`config.mk`:
```
export PLATFORM = sky130hd
export DESIGN_NAME = dmem_arbiter
export DESIGN_NICKNAME = d
export VERILOG_FILES = /design/src/rtl/dmem_arbiter.sv
export SDC_FILE = /design/constraint.sdc
export NUM_CORES = 1
export LEC_CHECK = 0
export BUFFER_PORTS_ARGS = -buffer_cell sky130_fd_sc_hd__buf_4
export CAP_MARGIN = 15
export CORE_MARGIN = 1.5
export CORE_UTILIZATION = 28
export CTS_CLUSTER_DIAMETER = 30
export DETAILED_ROUTE_END_ITERATION = 16
export GPL_TIMING_DRIVEN = 0
export PLACE_DENSITY = 0.8
export SYNTH_ARGS = -nofsm -noshare
export SYNTH_HDL_FRONTEND = slang
export SYNTH_SLANG_ARGS = --single-unit
```
`constraint.sdc`:
```
create_clock -name CLK -period 1.8 [get_ports CLK]
set_input_delay 0.27 -clock CLK [delete_from_list [all_inputs] [get_ports CLK]]
set_output_delay 0.27 -clock CLK [all_outputs]
set_load 0.02 [all_outputs]
```
`src/rtl/dmem_arbiter.sv`:
```
// Two-master arbiter for the shared data-memory port: CPU (A) vs loader/DMA (B).
// Default: round-robin with bounded locked B bursts; define DMEM_ARB_CPU_PRIO_EN for strict A priority.
module dmem_arbiter #(
  parameter int unsigned DBITS    = 16,
  parameter int unsigned ABITS    = 12,
  parameter int unsigned MAXBURST = 4
) (
  input  logic             CLK,
  input  logic             RESET,
  input  logic             A_REQ,
  input  logic             A_WE,
  input  logic [DBITS-1:0] A_ADDR,
  input  logic [DBITS-1:0] A_WDATA,
  output logic             A_GNT,
  output logic             A_RVALID,
  output logic [DBITS-1:0] A_RDATA,
  input  logic             B_REQ,
  input  logic             B_WE,
  input  logic [DBITS-1:0] B_ADDR,
  input  logic [DBITS-1:0] B_WDATA,
  input  logic             B_LOCK,
  output logic             B_GNT,
  output logic             B_RVALID,
  output logic [DBITS-1:0] B_RDATA,
  output logic [ABITS-1:0] MEM_ADDR,
  output logic [DBITS-1:0] MEM_DIN,
  output logic             MEM_WE,
  input  logic [DBITS-1:0] MEM_DOUT,
  output logic             OWNER
);

  localparam logic [3:0]       MaxCnt  = 4'(MAXBURST);
  localparam logic [DBITS-1:0] OorData = DBITS'(16'hDEAD);

  typedef enum logic [1:0] {StIdle, StGa, StGb, StGbl} state_e;

  state_e     state_q, state_d;
  logic       owner_q, owner_d;
  logic [3:0] burst_cnt_q, burst_cnt_d;
  logic       rd_pend_a_q, rd_pend_a_d;
  logic       rd_pend_b_q, rd_pend_b_d;
  logic       rd_oor_a_q, rd_oor_a_d;
  logic       rd_oor_b_q, rd_oor_b_d;

  logic a_win, b_win;
  logic a_gnt, b_gnt;
  logic a_in_range, b_in_range;

  // Byte address bit 0 is ignored: word accesses only.
  logic unused_addr;
  assign unused_addr = A_ADDR[0] ^ B_ADDR[0];

  assign a_in_range = (A_ADDR[DBITS-1:ABITS+1] == '0);
  assign b_in_range = (B_ADDR[DBITS-1:ABITS+1] == '0);

`ifdef DMEM_ARB_CPU_PRIO_EN
  logic unused_lock;
  assign unused_lock = B_LOCK;
`endif

  // Winner selection
  always_comb begin
    a_win = 1'b0;
    b_win = 1'b0;
    if (A_REQ && B_REQ) begin
`ifdef DMEM_ARB_CPU_PRIO_EN
      a_win = 1'b1;
`else
      if (state_q == StGbl) begin
        if (burst_cnt_q < MaxCnt) begin
          b_win = 1'b1;
        end else begin
          a_win = 1'b1;
        end
      end else if (owner_q) begin
        a_win = 1'b1;
      end else begin
        b_win = 1'b1;
      end
`endif
    end else begin
      a_win = A_REQ;
      b_win = B_REQ;
    end
  end

  // Grants are suppressed for the whole time reset is held.
  assign a_gnt = a_win & ~RESET;
  assign b_gnt = b_win & ~RESET;
  assign A_GNT = a_gnt;
  assign B_GNT = b_gnt;

  // Memory port follows the winner; A drives it when nobody is granted.
  always_comb begin
    if (b_win) begin
      MEM_ADDR = B_ADDR[ABITS:1];
      MEM_DIN  = B_WDATA;
    end else begin
      MEM_ADDR = A_ADDR[ABITS:1];
      MEM_DIN  = A_WDATA;
    end
    MEM_WE = (a_gnt & A_WE & a_in_range) | (b_gnt & B_WE & b_in_range);
  end

  // Next-state
  always_comb begin
    state_d     = state_q;
    owner_d     = owner_q;
    burst_cnt_d = burst_cnt_q;
    if (a_gnt) begin
      state_d     = StGa;
      owner_d     = 1'b0;
      burst_cnt_d = '0;
    end else if (b_gnt) begin
      owner_d = 1'b1;
`ifdef DMEM_ARB_CPU_PRIO_EN
      state_d     = StGb;
      burst_cnt_d = '0;
`else
      if (B_LOCK) begin
        state_d     = StGbl;
        burst_cnt_d = (burst_cnt_q >= MaxCnt) ? MaxCnt : burst_cnt_q + 4'd1;
      end else begin
        state_d     = StGb;
        burst_cnt_d = '0;
      end
`endif
    end else begin
      state_d = StIdle;
`ifdef DMEM_ARB_CPU_PRIO_EN
      burst_cnt_d = '0;
`else
      if (!B_LOCK) begin
        burst_cnt_d = '0;
      end
`endif
    end
  end

  always_comb begin
    rd_pend_a_d = a_gnt & ~A_WE;
    rd_pend_b_d = b_gnt & ~B_WE;
    rd_oor_a_d  = a_gnt & ~A_WE & ~a_in_range;
    rd_oor_b_d  = b_gnt & ~B_WE & ~b_in_range;
  end

  always_ff @(posedge CLK or posedge RESET) begin
    if (RESET) begin
      state_q     <= StIdle;
      owner_q     <= 1'b1;
      burst_cnt_q <= '0;
      rd_pend_a_q <= 1'b0;
      rd_pend_b_q <= 1'b0;
      rd_oor_a_q  <= 1'b0;
      rd_oor_b_q  <= 1'b0;
    end else begin
      state_q     <= state_d;
      owner_q     <= owner_d;
      burst_cnt_q <= burst_cnt_d;
      rd_pend_a_q <= rd_pend_a_d;
      rd_pend_b_q <= rd_pend_b_d;
      rd_oor_a_q  <= rd_oor_a_d;
      rd_oor_b_q  <= rd_oor_b_d;
    end
  end

  assign OWNER    = owner_q;
  assign A_RVALID = rd_pend_a_q;
  assign B_RVALID = rd_pend_b_q;

  always_comb begin
    A_RDATA = '0;
    B_RDATA = '0;
    if (rd_pend_a_q) begin
      A_RDATA = rd_oor_a_q ? OorData : MEM_DOUT;
    end
    if (rd_pend_b_q) begin
      B_RDATA = rd_oor_b_q ? OorData : MEM_DOUT;
    end
  end

endmodule

```
==> impl_metrics.yaml <==
run_status:
  status: "finished, violations left"
  failed_checks: "negative setup slack"
timing:
  finalSetupTns_ps: -6230
  finalSetupViolCount: 29
  fin_skew_ps: 0.3718
  report.final.slew_viol_count: 0
  clock.fmax_ghz: 0.4890
  setup_ws_ps: -244.9
  period_minus_slack_ps: 2045
  max_slew_margin_pct: 69.19
  rsz0062_at_grt: "true"
  fin_crit_sh_pct: 113.6
  worst_pin_slew_ps: 462.2
  hold_violations: 0
placed_design:
  hpwlAfterDp_um: 4032
  place_ws_ps: -261.9
  dp.cells: 323
  portBuffers: 150
  place.gp.congestion: 0.7507
  dpl_cell_area_um2: 2427
clocking:
  numCtsBuffers: 3
  insertion_delay_ps: 240
  ctsHoldBuffers: 0
  clock_path_buffers: 2
  cts_root_buf: "clkbuf_8"
  cts.sink_count: 11
  path_clk_slew_ps: 50
  cts_tree: "built"
  htreeDepth: 1
yosys:
  synthSimpleGateAreaFrac_pct: 15.11
  ys_async_sr_fraction_pct: 100.0
  synthFlopType: "dfrtp_1"
  synthAdderAreaFrac_pct: 1.087
  synth_xor_area_share_pct: 0
  synth_cell_types: 33
  ys_ff_latch: 11
  synth_area_leaders: "dfrtp_1 (22%), mux2_1 (20%), o21a_1 (15%)"
  yosysSeqAreaShare_pct: 24.02
  yosys.area.top_type: "dfrtp_1"
  syn_nets: 211
  synth-edff-count: 0
  synthMuxAreaShare_pct: 27.39
  netlist_instances: 123
  yosysWarnings: 0
  synth_compound_area_share_pct: 27.07
  syn_area_per_cell_um2: 9.359
  yosysTopAreaCellShare_pct: 21.74
  synth_top_family_by_area: "multiplexers"
  syn_area_um2: 1151
layout:
  diodes: 0
  layoutNonFillerInstCount: 335
  drive_gt1_share_pct: 71.23
  areaGrowthSynthToFinish_pct: 137.0
  nets: 374
  fin_area_um2: 2728
  utilization_pct: 68.68
drt:
  num_vias: 1611
  viasPerCell: 4.809
  drt_first_pass_iters: 4
  wl_per_cell_um: 15.54
  dr.first_iter.drc_count: 55
  drt_wl_total_um: 5206
  ant_nets: 0
  drc: 0
grt:
  antenna_found_initial: 0
  grt_max_degree: 12
  use_met2_pct: 37.25
  use_met1_pct: 24.59
  grt_pass1_wl_um: 7127
  overflow: 0
  grt_usage_pct: 21.03
  grt_pass1_vias: 1468
  grt-busiest-layer: "met2"
  grtUsageMet3_pct: 4.899
power_and_ir_drop:
  switchingPower_uw: 444.3
  p_per_area_nw_per_um2: 484.0
  p_comb_share_pct: 60.6
  switching_share_pct: 33.66
  peakVddDrop_mv: 0.5107
  pwr-share-clk_pct: 18.4
  seqPwrFrac_pct: 21.0
  p_int_uw: 875.8
  power.leakage_uw: 0.001457
worst_setup_path:
  startpoint_type: "flip-flop"
  critical_path_class: "reg2out"
  arrival_ps: 1770
  crit_path_end_kind: "primary output"
  cp_max_fo: 8
  critPathRequiredTime_ps: 1530
floorplanning:
  rows: 23
  fp.coreArea_um2: 3971
  dieHeight_um: 67.12
  pin_count: 153
  die_area_um2: 4504
  initial_core_util_pct: 28.99
  dieWidth_um: 67.12
run:
  cap_violations: 0
hold_path:
  timing.hold.worst.class: "in2async"
-- cells in the final DEF, fill, tap and decap left out, types with 2 or more instances in the layout --
cell / count
o21a_1: 23
o21ai_0: 2
clkbuf_8: 3
nor3_1: 4
buf_6: 33
a21oi_1: 3
nor2_1: 3
nor2b_1: 3
and2_1: 10
mux2_4: 28
buf_4: 127
dfrtp_1: 10
clkbuf_1: 5
nand3_1: 2
inv_1: 5
nand2_1: 2
-- through the flow --
stage          hold WS [ps]  total power [uW]
3_5_place_dp          315.1             954.8
6_report              63.57              1320
3_3_place_gp          315.0             941.3
2_1_floorplan         121.7             631.2
4_1_cts               72.96              1318
5_1_grt               111.3              1379
-- state kept, by name (all words and copies together) (netlist names) --
register,cells
A_RVALID,1
rd_oor_b_q,1
burst_cnt_q,4
state_q,2
B_RVALID,1
OWNER,1
rd_oor_a_q,1
-- critical path, stage by stage (launching register included) --
cell and delay (ps):
dfstp_2 550, nand2_4 60, o211ai_4 260, buf_6 210, mux2_4 320, buf_6 130
-- cells in the mapped netlist, types with 2 or more instances --
master,number
o21a_1,23
nor2_1,3
clkbuf_1,4
inv_1,5
nand2b_1,2
o21ai_0,2
nand2_1,3
o2111ai_1,2
dfrtp_1,10
mux2_2,8
nand3_1,2
a21oi_1,3
nor3_1,4
and2_1,11
mux2_1,20
nor2b_1,3
buf_6,2
-- routing by layer --
layer  vias to the layer above  part of all wire, %
met5                         -                    0
met4                         0                  2.1
met3                        11                  8.3
met2                        62                   53
met1                       753                   37
li1                        785                    -
-- timing repair --
item	in CTS	in global routing
hold endpoints to repair	0	0
endpoints found under the setup margin	31	30
gates resized for setup	46	5
gates cloned	1	0
buffers inserted	9	2
pin swaps	4	3
-- logic make-up after synthesis --
family,Yosys count
AOI/OAI and AO/OA,40
adders and majority gates,1
buffers and inverters,12
DFF,11
muxes,28
and+or+nand+nor,31
-- power groups by stage --
stage          clock network, uW  registers (uW)  logic [uW]
3_5_place_dp                   0             286         669
5_1_grt                      257             279         844
3_3_place_gp                   0             285         656
2_1_floorplan                  0             291         341
4_1_cts                      244             277         797
6_report                     243             277         800
-- final cells by class --
cell class | count | area, um2
Clock buffer | 4 | 45.04
Buffer | 5 | 30.03
Timing Repair Buffer | 160 | 1325
Sequential cell | 11 | 276.5
Fill cell | 322 | 1244
Tap cell | 50 | 62.56
Inverter | 5 | 18.77
Multi-Input combinational cell | 100 | 969.7
-- final timing paths --
check,startpoint,endpoint,cells after the start,slack (ps)
max in group asynchronous,RESET,OWNER$_DFFE_PP1P_,2,1410
max reg2reg,burst_cnt_q[3]$_DFFE_PP0P_,rd_oor_b_q$_DFF_PP0_,5,400
max,OWNER$_DFFE_PP1P_,MEM_ADDR[4],5,-240
min in group CLK,A_WE,A_RVALID$_DFF_PP0_,2,210
min,RESET,state_q[0]$_DFF_PP0_,2,60
min reg2reg,burst_cnt_q[0]$_DFFE_PP0P_,burst_cnt_q[0]$_DFFE_PP0P_,1,510
(Power assumes the default switching activity.)
